<file path="config.mk">
export PLATFORM = sky130hd
export DESIGN_NAME = add40_byte_seq
export DESIGN_NICKNAME = d
export VERILOG_FILES = /design/src/rtl/add40_byte_seq_pkg.sv /design/src/rtl/add40_byte_seq_rca40.sv /design/src/rtl/add40_byte_seq.sv
export SDC_FILE = /design/constraint.sdc
export NUM_CORES = 1
export LEC_CHECK = 0
export CAP_MARGIN = 0
export CORE_ASPECT_RATIO = 2
export CORE_MARGIN = 2
export CORE_UTILIZATION = 60
export DETAILED_ROUTE_END_ITERATION = 16
export GPL_ROUTABILITY_DRIVEN = 0
export PLACE_DENSITY = 0.8
export SLEW_MARGIN = 15
export SYNTH_ARGS = -nofsm -noshare
export SYNTH_HDL_FRONTEND = slang
export SYNTH_SLANG_ARGS = --single-unit
</file>
<file path="constraint.sdc">
create_clock -name clk -period 31.1 [get_ports clk]
set_input_delay 6.22 -clock clk [delete_from_list [all_inputs] [get_ports clk]]
set_output_delay 6.22 -clock clk [all_outputs]
set_load 0.01 [all_outputs]
</file>
<file path="src/rtl/add40_byte_seq_pkg.sv">
// Shared widths, beat counter sizing and sequencer state encoding for the
// byte-serial 40-bit adder front/back end.
package add40_byte_seq_pkg;
  localparam int DATA_W = 40;
  localparam int BEAT_W = 8;
  localparam int NBEATS = DATA_W / BEAT_W;
  localparam int CNT_W  = $clog2(NBEATS);

  localparam logic [CNT_W-1:0] LAST_BEAT = CNT_W'(NBEATS - 1);

  typedef enum logic [1:0] {
    LOAD,
    CALC,
    UNLOAD
  } state_t;
endpackage

</file>
<file path="src/rtl/add40_byte_seq_rca40.sv">
// 40-bit combinational ripple-carry adder core: {Cout,S} = A + B + Cin.
module rca40
  import add40_byte_seq_pkg::*;
(
  output logic [DATA_W-1:0] S,
  input  logic [DATA_W-1:0] A,
  input  logic [DATA_W-1:0] B,
  output logic              Cout,
  input  logic              Cin
);

  always_comb begin
    logic c;
    c = Cin;
    S = '0;
    for (int i = 0; i < DATA_W; i++) begin
      S[i] = A[i] ^ B[i] ^ c;
      c    = (A[i] & B[i]) | (c & (A[i] ^ B[i]));
    end
    Cout = c;
  end

endmodule

</file>
<file path="src/rtl/add40_byte_seq.sv">
// Byte-serial wrapper around rca40: gathers A/B LSB byte first, adds in one
// CALC cycle, then streams the sum back LSB byte first with carry on the last beat.
module add40_byte_seq
  import add40_byte_seq_pkg::*;
(
  input  logic              clk,
  input  logic              rst,
  input  logic              in_valid,
  output logic              in_ready,
  input  logic [BEAT_W-1:0] in_a,
  input  logic [BEAT_W-1:0] in_b,
  input  logic              in_cin,
  output logic              out_valid,
  input  logic              out_ready,
  output logic [BEAT_W-1:0] out_sum,
  output logic              out_last,
  output logic              out_cout
);

  state_t                         state, state_nxt;
  logic [CNT_W-1:0]               cnt;
  logic [NBEATS-1:0][BEAT_W-1:0]  a_reg, b_reg, sum_reg;
  logic                           cin_reg, cout_reg;
  logic [DATA_W-1:0]              s_w;
  logic                           cout_w;
  logic                           in_fire, out_fire, cnt_last;

  assign in_fire  = in_valid & in_ready;
  assign out_fire = out_valid & out_ready;
  assign cnt_last = (cnt == LAST_BEAT);

  rca40 u_rca40 (
    .S   (s_w),
    .A   (a_reg),
    .B   (b_reg),
    .Cout(cout_w),
    .Cin (cin_reg)
  );

  always_ff @(posedge clk or posedge rst) begin
    if (rst) state <= LOAD;
    else     state <= state_nxt;
  end

  always_comb begin
    state_nxt = state;
    case (state)
      LOAD:    if (in_fire && cnt_last)  state_nxt = CALC;
      CALC:                              state_nxt = UNLOAD;
      UNLOAD:  if (out_fire && cnt_last) state_nxt = LOAD;
      default:                           state_nxt = LOAD;
    endcase
  end

  // in_ready is masked by rst so nothing is accepted while reset is held
  always_comb begin
    in_ready  = 1'b0;
    out_valid = 1'b0;
    out_sum   = '0;
    out_last  = 1'b0;
    out_cout  = 1'b0;
    case (state)
      LOAD:   in_ready = ~rst;
      UNLOAD: begin
        out_valid = 1'b1;
        out_sum   = sum_reg[cnt];
        out_last  = cnt_last;
        out_cout  = cout_reg & cnt_last;
      end
      default: ;
    endcase
  end

  always_ff @(posedge clk or posedge rst) begin
    if (rst) begin
      cnt      <= '0;
      a_reg    <= '0;
      b_reg    <= '0;
      cin_reg  <= 1'b0;
      sum_reg  <= '0;
      cout_reg <= 1'b0;
    end else begin
      if (in_fire || out_fire)
        cnt <= cnt_last ? '0 : cnt + CNT_W'(1);
      if (in_fire) begin
        a_reg[cnt] <= in_a;
        b_reg[cnt] <= in_b;
        if (cnt == '0) cin_reg <= in_cin;
      end
      if (state == CALC) begin
        sum_reg  <= s_w;
        cout_reg <= cout_w;
      end
    end
  end

endmodule

</file>
**Word-level counts from Yosys, hierarchy flattened**

Cells that the tools add are included.

- Logic and storage cells: 254
- Input bits: 21
- Output and inout port bits: 12
- Register bits after elaboration: 127

- Reductions and logical operators: 8
- $add $sub $neg: 1
- Bitwise operators: 204
- $lt $le $gt $ge: 2
- Muxes and demuxes: 15
- Equal/unequal tests: 5

Operator list:

| operator | count |
|---|---|
| 1-bit bitwise AND | 83 |
| 40-bit bitwise mux | 2 |
| 1-bit XOR | 80 |
| 1-bit bitwise OR | 40 |
| 8-bit binary-select mux with 3-bit select | 1 |
| 8-bit demux with 3-bit select | 1 |
| 8-bit two-way mux | 3 |
| 2-bit one-hot mux with 3 select lines | 1 |
| 3-bit by 4-bit < comparator with 1-bit output, second input constant | 1 |
| 1-bit two-way mux | 4 |
| 2-bit two-way mux | 2 |
| 2-bit != test, second input constant | 2 |
| 2-bit AND reduction | 2 |
| 3-bit by 1-bit adder with 3-bit output, second input constant | 1 |
| 3-bit == test, second input constant | 1 |
| 3-bit by 1-bit >= comparator with 1-bit output, second input constant | 1 |
| 1-bit logical AND | 3 |
| 3-bit logical NOT | 1 |
| 3-bit two-way mux | 1 |
| 2-bit by 1-bit == test with 1-bit output, second input constant | 1 |
| 2-bit == test, second input constant | 1 |
| 2-bit logical NOT | 1 |
| 1-bit logical OR | 1 |
| 1-bit NOT | 1 |

**Longest topological paths before layout**

Gate-level depths: netlist (run 1).

- Depth after elaboration: 81
- Gate-level depth with buffers: 44
- Depth with buffers taken out: 44

**Hierarchy**

Synthesis (run 1) repeated with hierarchy kept, for this count alone.

- Cell total of the unflattened synthesis: 386
- Area, all modules: 6029.5 um^2

By module, submodules not included:

| module | area an instance (um^2) | cells an instance | sequential area each (um^2) | times used |
|---|---|---|---|---|
| add40_byte_seq | 5191.2 | 336 | 3178.0 | 1 |
| rca40 | 838.3 | 50 | 0.0 | 1 |

**Worst setup path after synthesis (run 1)**

No wires, ideal clock.

- Kind: register to register
- From: reg a_reg[0] (netlist name)
- To: reg sum_reg[39] (netlist name)
- Stages on the path, launching flop included: 45
- Buffers on the path: 0
- Path slack: 15401 ps
- Arrival: 15621 ps
- Cell sequence: dfrtp_1 > fa_1 > fa_1 > fa_1 > fa_1 > fa_1 > fa_1 > fa_1 > fa_1 > fa_1 > fa_1 > fa_1 > fa_1 > fa_1 > fa_1 > fa_1 > fa_1 > inv_1 > [... 9 more ...] > fa_1 > fa_1 > fa_1 > fa_1 > fa_1 > fa_1 > fa_1 > fa_1 > fa_1 > fa_1 > fa_1 > fa_1 > fa_1 > fa_1 > fa_1 > inv_1 > fa_1 > a21oi_1

- Longest elaborated chain between the ends: 80
- Elaborated cells on any way between the ends: 81
- Those cells by class: bitwise (81)

RTL lines:

| item | RTL line | source |
|---|---|---|
| start: declaration | add40_byte_seq.sv:22 | `logic [NBEATS-1:0][BEAT_W-1:0] a_reg, b_reg, sum_reg;` |
| start signal: indexed assignment | add40_byte_seq.sv:86 | `a_reg[cnt] <= in_a;` |
| 1-bit XOR | add40_byte_seq_rca40.sv:18 | `c = (A[i] & B[i]) \| (c & (A[i] ^ B[i]));` |
| 1-bit bitwise AND | add40_byte_seq_rca40.sv:18 |  |
| 1-bit bitwise OR * | add40_byte_seq_rca40.sv:18 |  |
| 1-bit bitwise AND * | add40_byte_seq_rca40.sv:18 |  |
| 1-bit bitwise OR * | add40_byte_seq_rca40.sv:18 |  |
| 1-bit bitwise AND * | add40_byte_seq_rca40.sv:18 |  |
| 1-bit bitwise OR * | add40_byte_seq_rca40.sv:18 |  |
| 1-bit bitwise AND * | add40_byte_seq_rca40.sv:18 |  |
| [... 64 more ...] | - |  |
| 1-bit bitwise OR * | add40_byte_seq_rca40.sv:18 |  |
| 1-bit bitwise AND * | add40_byte_seq_rca40.sv:18 |  |
| 1-bit bitwise OR * | add40_byte_seq_rca40.sv:18 |  |
| 1-bit bitwise AND * | add40_byte_seq_rca40.sv:18 |  |
| 1-bit bitwise OR * | add40_byte_seq_rca40.sv:18 |  |
| 1-bit bitwise AND * | add40_byte_seq_rca40.sv:18 |  |
| 1-bit bitwise OR * | add40_byte_seq_rca40.sv:18 |  |
| 1-bit XOR * | add40_byte_seq_rca40.sv:17 | `S[i] = A[i] ^ B[i] ^ c;` |
| end signal: assignment | add40_byte_seq.sv:91 | `sum_reg <= s_w;` |
| end: declaration | add40_byte_seq.sv:22 |  |

Mark *: on every way between the ends. The rest lies on a longest branch, timed or not.
A chain may end at the register's enable or synchronous reset.

**Final worst setup path (run 1)**

Ends and elaborated chain as after synthesis.

==> results.toml, run 1 <==
[sta]
period_needed_ns = 16.68
fin_ws_ns = 14.42
slew_viol_final = 0
fmax_mhz = 59.9
fin_setup_tns_ns = 0
grt_setup_unrepaired = "false"
worst_slew_pin_slew_ns = 1.19
max-slew-margin-rel_pct = 20.4
report.final.setup_viol = 0
clock_skew_ns = 0.00837
hold_viol_final = 0
finalCritPeriodShare_pct = 53.6

[clock_network]
numCtsBuffers = 17
worstSkewPairLatency_ns = 0.42
root_buffer = "clkbuf_16"
cts-hold-fix-buffers = 0
post-cts-setup-buffers = 0
cts_buffer_depth = 2
ctsResizeCount = 0
htree_num_levels = 4
cts.sinks = 127
path_clk_slew_ns = 0.05
cts_tree = "built"

[global_routing]
grt_first_pass_wirelength_um = 21100
grt_pass1_vias = 3761
grtUsageTotal_pct = 27.4
grt_max_degree = 75
gr-total-overflow = 0
antenna_found_initial = 0

[floorplanning]
start_util_pct = 61.4
pin_count = 33
core_mm2 = 0.0101
die_x_um = 75.8
dieArea_mm2 = 0.0112
placementRows = 52
die_h_um = 148

[setup_path]
critPathMaxStageDelay_ns = 0.45
cp-start-kind = "flip-flop"
worst-path-buf-inv = 3
critPathTopFamily = "adder cells"
path_max_fanout = 2
cp.required_ns = 31.43
cp_common_cell = "fa_1"
cp_slowest_cell = "fa_1"
crit_path_end_kind = "flip-flop"
cp.arrival_ns = 17.01
worstSetupPathType = "reg -> reg"

[synth]
async_reset_ff_share_pct = 100
syn_inst = 387
syn_area_mm2 = 0.00619
yosysTopAreaCell = "dfrtp_1"
ys_types = 35
yosys_warnings = 0
yosysSeqAreaShare_pct = 51.4
synth_top_area_share_pct = 51.4
ys.flop_type = "dfrtp_1"
synth_edf_count = 0
ys_ff_latch = 127
syn_nets = 450
yosys-top-cells-area = "dfrtp_1 (51%), mux2_2 (16%), fa_1 (13%), mux2_4 (7.3%), mux2i_1 (2.8%)"
avgSynthCellArea_um2 = 16.0

[power_and_ir_drop]
clockPowerShare_pct = 27.2
p_leak_nw = 3.41
p_sw_share_pct = 32.4
pwr-share-comb_pct = 34.3
finalPower_w = 0.000815
p_sw_w = 0.000264
seqPwrFrac_pct = 38.5
peakVddDrop_mv = 0.101
power.density_mw_per_mm2 = 113
p_int_w = 0.000551

[cells_and_area]
area_delta_synth_final_pct = 16.4
fillers = 654
fin_nets = 483
drive_gt1_share_pct = 35.8
diodes = 0
final_cell_mix = "dfrtp_1 (127), mux2_2 (89), fa_1 (40)"
final_common_cell = "dfrtp_1"
final_util_pct = 71.4

[detailed_routing]
antenna_left = 0
firstDrtPassIters = 4
drt_iter0_drc = 132
vias_per_cell = 5.85
vias = 3323
drc_errors = 0
routed_wl_um = 13500
drt-wirelength-per-cell_um = 23.8

[status]
status = "finished clean"

[placement]
pre_cts_ws_ns = 14.47
dp_hpwl_um = 9700
portBuffers = 32

[run]
drv_cap = 0

[worst_hold_path]
hold_path.class = "reg -> reg"
[cell usage after synthesis (all sizes together) (2+ instances only)]
| library cell | number |
|---|---|
| dfrtp | 127 |
| mux2 | 120 |
| fa | 40 |
| mux2i | 17 |
| buf | 14 |
| inv | 11 |
| a21o | 9 |
| o22ai | 8 |
| clkbuf | 6 |
| nor2 | 6 |
| a21oi | 4 |
| nand2 | 3 |
| or4 | 3 |
| ha | 2 |
| nor4 | 2 |
| or4b | 2 |
[worst reg2reg max path: cells and delay by family (launching register included)]
family / cells / cell delay, ns
adder cells (fa/ha/maj): 40 / 15.85
flip-flops: 1 / 0.40
AO/OA/AOI/OAI: 1 / 0.13
buffers and inverters: 3 / 0.22
[kinds of logic (layout without fill, tap and decap cells)]
kind of cell | Yosys count | after routing | share of synthesized area, %
AOI/OAI and AO/OA | 25 | 25 | 2.73
adders and majority gates | 42 | 42 | 13.3
buffers and inverters | 31 | 77 | 3.20
DFF | 127 | 127 | 51.4
muxes | 137 | 137 | 26.4
and+or+nand+nor | 25 | 25 | 2.95
[path summary, 6_finish.rpt]
path	startpoint	endpoint	slack [ns]	cells after the start
min in group asynchronous	rst	sum_reg[10]$_DFFE_PP0N_	6.34	2
setup reg to reg	a_reg[0]$_DFFE_PP0P_	sum_reg[39]$_DFFE_PP0N_	14.42	44
setup / recovery	a_reg[0]$_DFFE_PP0P_	sum_reg[39]$_DFFE_PP0N_	14.42	44
hold / removal	sum_reg[21]$_DFFE_PP0N_	sum_reg[21]$_DFFE_PP0N_	0.51	1
hold reg to reg	sum_reg[21]$_DFFE_PP0N_	sum_reg[21]$_DFFE_PP0N_	0.51	1
max in group asynchronous	rst	a_reg[38]$_DFFE_PP0P_	23.37	3
[power by group through the flow]
stage | clock [W] | combinational (W) | sequential [W]
finish | 0.000222 | 0.000279 | 0.000314
global route | 0.000233 | 0.000302 | 0.000323
CTS | 0.000225 | 0.000280 | 0.000314
detailed placement | 0 | 0.000275 | 0.000316
global placement | 0 | 0.000266 | 0.000311
floorplan | 0 | 0.000187 | 0.000290
[per-stage QoR]
step	instance area (µm²)	std cells	hold slack (ns)
2_1_floorplan	6190	387	0.480
3_3_place_gp	6540	536	0.490
3_5_place_dp	6540	536	0.497
4_1_cts	7200	568	0.509
5_1_grt	7200	568	0.517
6_report	7200	568	0.507
[metal layers]
layer  track usage [%]  part of all wire (%)  vias to the layer above  wire length, µm
met1              31.6                    36                     1768             4940
li1                  -                     -                     1420                -
met5                 0                     0                        -                0
met4              16.1                   6.3                        0              856
met2              44.4                    54                       91             7280
met3              7.29                   3.4                       44              460
[area by class of cell]
type,instances,area (µm²),share of cell area [%]
multi-input combinational,229,2810,39.1
clock buffer,21,450,6.26
sequential,127,3180,44.1
clock inverter,11,211,2.94
timing repair buffer,34,335,4.66
tap,135,169,2.35
inverter,11,43.8,0.608
(Power assumes the default switching activity.)
==> run 2, diff against run 1 <==
- CORE_UTILIZATION: 60 -> 54
- PLACE_DENSITY: 0.8 -> 0.76
- clock period: 31.1 -> 14.6 ns (I/O delays scaled with it)
==> results.toml, run 2 (same netlist as run 1, synthesis figures left out) <==
[floorplanning]
dieArea_mm2 = 0.0124
start_util_pct = 55.2
pin_count = 33
core_mm2 = 0.0112
die_x_um = 79.7
die_h_um = 155
placementRows = 55

[setup_path]
path_max_fanout = 2
r2r-start = "a_reg[0]$_DFFE_PP0P_"
crit_path_end_kind = "flip-flop"
cp_common_cell = "fa_2"
cp-startpoint = "a_reg[0]$_DFFE_PP0P_"
worstSetupPathType = "reg -> reg"
cp_slowest_cell = "fa_2"
critPathMaxStageDelay_ns = 0.42
cp.arrival_ns = 15.24
cp.required_ns = 14.94
cp-start-kind = "flip-flop"

[clock_network]
cts_tree = "built"
path_clk_slew_ns = 0.06
post-cts-setup-buffers = 0
cts-hold-fix-buffers = 0
worstSkewPairLatency_ns = 0.42
cts.sinks = 127
numCtsBuffers = 17
root_buffer = "clkbuf_16"
cts_buffer_depth = 2
htree_num_levels = 4

[sta]
slew_viol_final = 0
finalCritPeriodShare_pct = 102
report.final.setup_viol = 3
fmax_mhz = 67.2
max-slew-margin-rel_pct = 23.9
whs_ns = 0.506
period_needed_ns = 14.89
fin_ws_ns = -0.291
hold_viol_final = 0
clock_skew_ns = 0.00866
grt_setup_unrepaired = "true"
worst_slew_pin_slew_ns = 1.13

[worst_hold_path]
min_from = "sum_reg[27]$_DFFE_PP0N_"
hold_path.class = "reg -> reg"

[cells_and_area]
area_delta_synth_final_pct = 17.3
final_cell_mix = "dfrtp_1 (127), mux2_2 (89), fa_2 (40)"
seq_area_mm2 = 0.00318
fin_nets = 483
multiInputGateArea_mm2 = 0.00292
instances_no_fill = 575
diodes = 0
final_common_cell = "dfrtp_1"
drive_gt1_share_pct = 46.7
fillers = 786

[global_routing]
globalRouteMet2Util_pct = 45.1
antenna_found_initial = 0
grtUsageTotal_pct = 26.1
use_met3_pct = 5.10
grt_max_degree = 76
gr-total-overflow = 0
grt.busiest_layer = "met2"
grt_pass1_vias = 3782
globalRouteMet1Util_pct = 30.1
grt_first_pass_wirelength_um = 22600

[power_and_ir_drop]
clockPowerShare_pct = 24.8
p_int_w = 0.00115
peakVddDrop_mv = 0.127
p_leak_nw = 3.33
p_sw_w = 0.000592
seqPwrFrac_pct = 39.1
p_sw_share_pct = 34.0
power.density_mw_per_mm2 = 240
pwr-share-comb_pct = 36.1

[status]
violations = "negative setup slack"
status = "finished, violations left"

[detailed_routing]
drc_errors = 0
routed_wl_um = 14500
drt-wirelength-per-cell_um = 25.3
drt_iter0_drc = 193
firstDrtPassIters = 4
vias_per_cell = 5.81
vias = 3343
antenna_left = 0

[run]
drv_cap = 0

[placement]
dp_hpwl_um = 9920
portBuffers = 32
placedCellCount = 543
run 2: changes by cell type in the layout (fill, tap and decap cells not counted), moves of 3 or more:
cell       delta
fa_1         -40
bufinv_16     -3
fa_2         +40
inv_2         +3
inv_1         -3
run 2: final cells by class:
type / instances / share of cell area [%]
multi-input combinational: 229 / 40.2
tap: 142 / 2.45
sequential: 127 / 43.8
inverter: 11 / 0.603
timing repair buffer: 34 / 4.62
clock buffer: 19 / 6.10
clock inverter: 13 / 2.22
run 2: worst max-delay path: cells and delay by family, from the launching register on:
kind | cells | cell delay (ns)
buffers and inverters | 3 | 0.16
adders and majority gates | 40 | 14.13
AOI/OAI and AO/OA | 1 | 0.12
DFF | 1 | 0.40
run 2: routing by layer:
metal / up-vias / wire length (µm) / part of all wire, %
met2: 77 / 8120 / 56
met3: 32 / 477 / 3.3
met5: - / 0 / 0
li1: 1424 / - / -
met4: 0 / 691 / 4.8
met1: 1810 / 5240 / 36
run 2: worst paths after layout:
kind                            slack, ns                       to  depth (start not counted)
worst min register to register       0.51  sum_reg[27]$_DFFE_PP0N_                          1
worst max-delay path                -0.29  sum_reg[39]$_DFFE_PP0N_                         44
worst min-delay path                 0.51  sum_reg[27]$_DFFE_PP0N_                          1
worst max register to register      -0.29  sum_reg[39]$_DFFE_PP0N_                         44
max in group asynchronous           10.15  sum_reg[34]$_DFFE_PP0N_                          3
min in group asynchronous            3.05     state[1]$_DFFE_PP0P_                          2
run 2: metrics by stage:
step	util (%)	instance area [µm²]	TNS (ns)	worst slack, ns	power, W
4_1_cts	64.7	7250	-0.379	-0.266	0.00174
3_5_place_dp	59.0	6620	-1.47	-0.618	0.00128
6_report	64.7	7260	-0.458	-0.291	0.00174
5_1_grt	64.7	7260	-1.23	-0.563	0.00184
2_1_floorplan	-	6260	0	0.0247	0.00103
3_3_place_gp	59.0	6620	-0.867	-0.409	0.00126
run 2: power groups by stage:
stage	clock network, W	logic (W)	registers [W]
floorplan	0	0.000408	0.000624
global placement	0	0.000583	0.000675
detailed placement	0	0.000604	0.000680
CTS	0.000438	0.000625	0.000679
global route	0.000456	0.000678	0.000702
finish	0.000432	0.000628	0.000681
run 2: timing repair:
| action | CTS | global route |
|---|---|---|
| pin swaps | 1 | 2 |
| gates resized for setup | 14 | 3 |
| endpoints found under the setup margin | 4 | 3 |
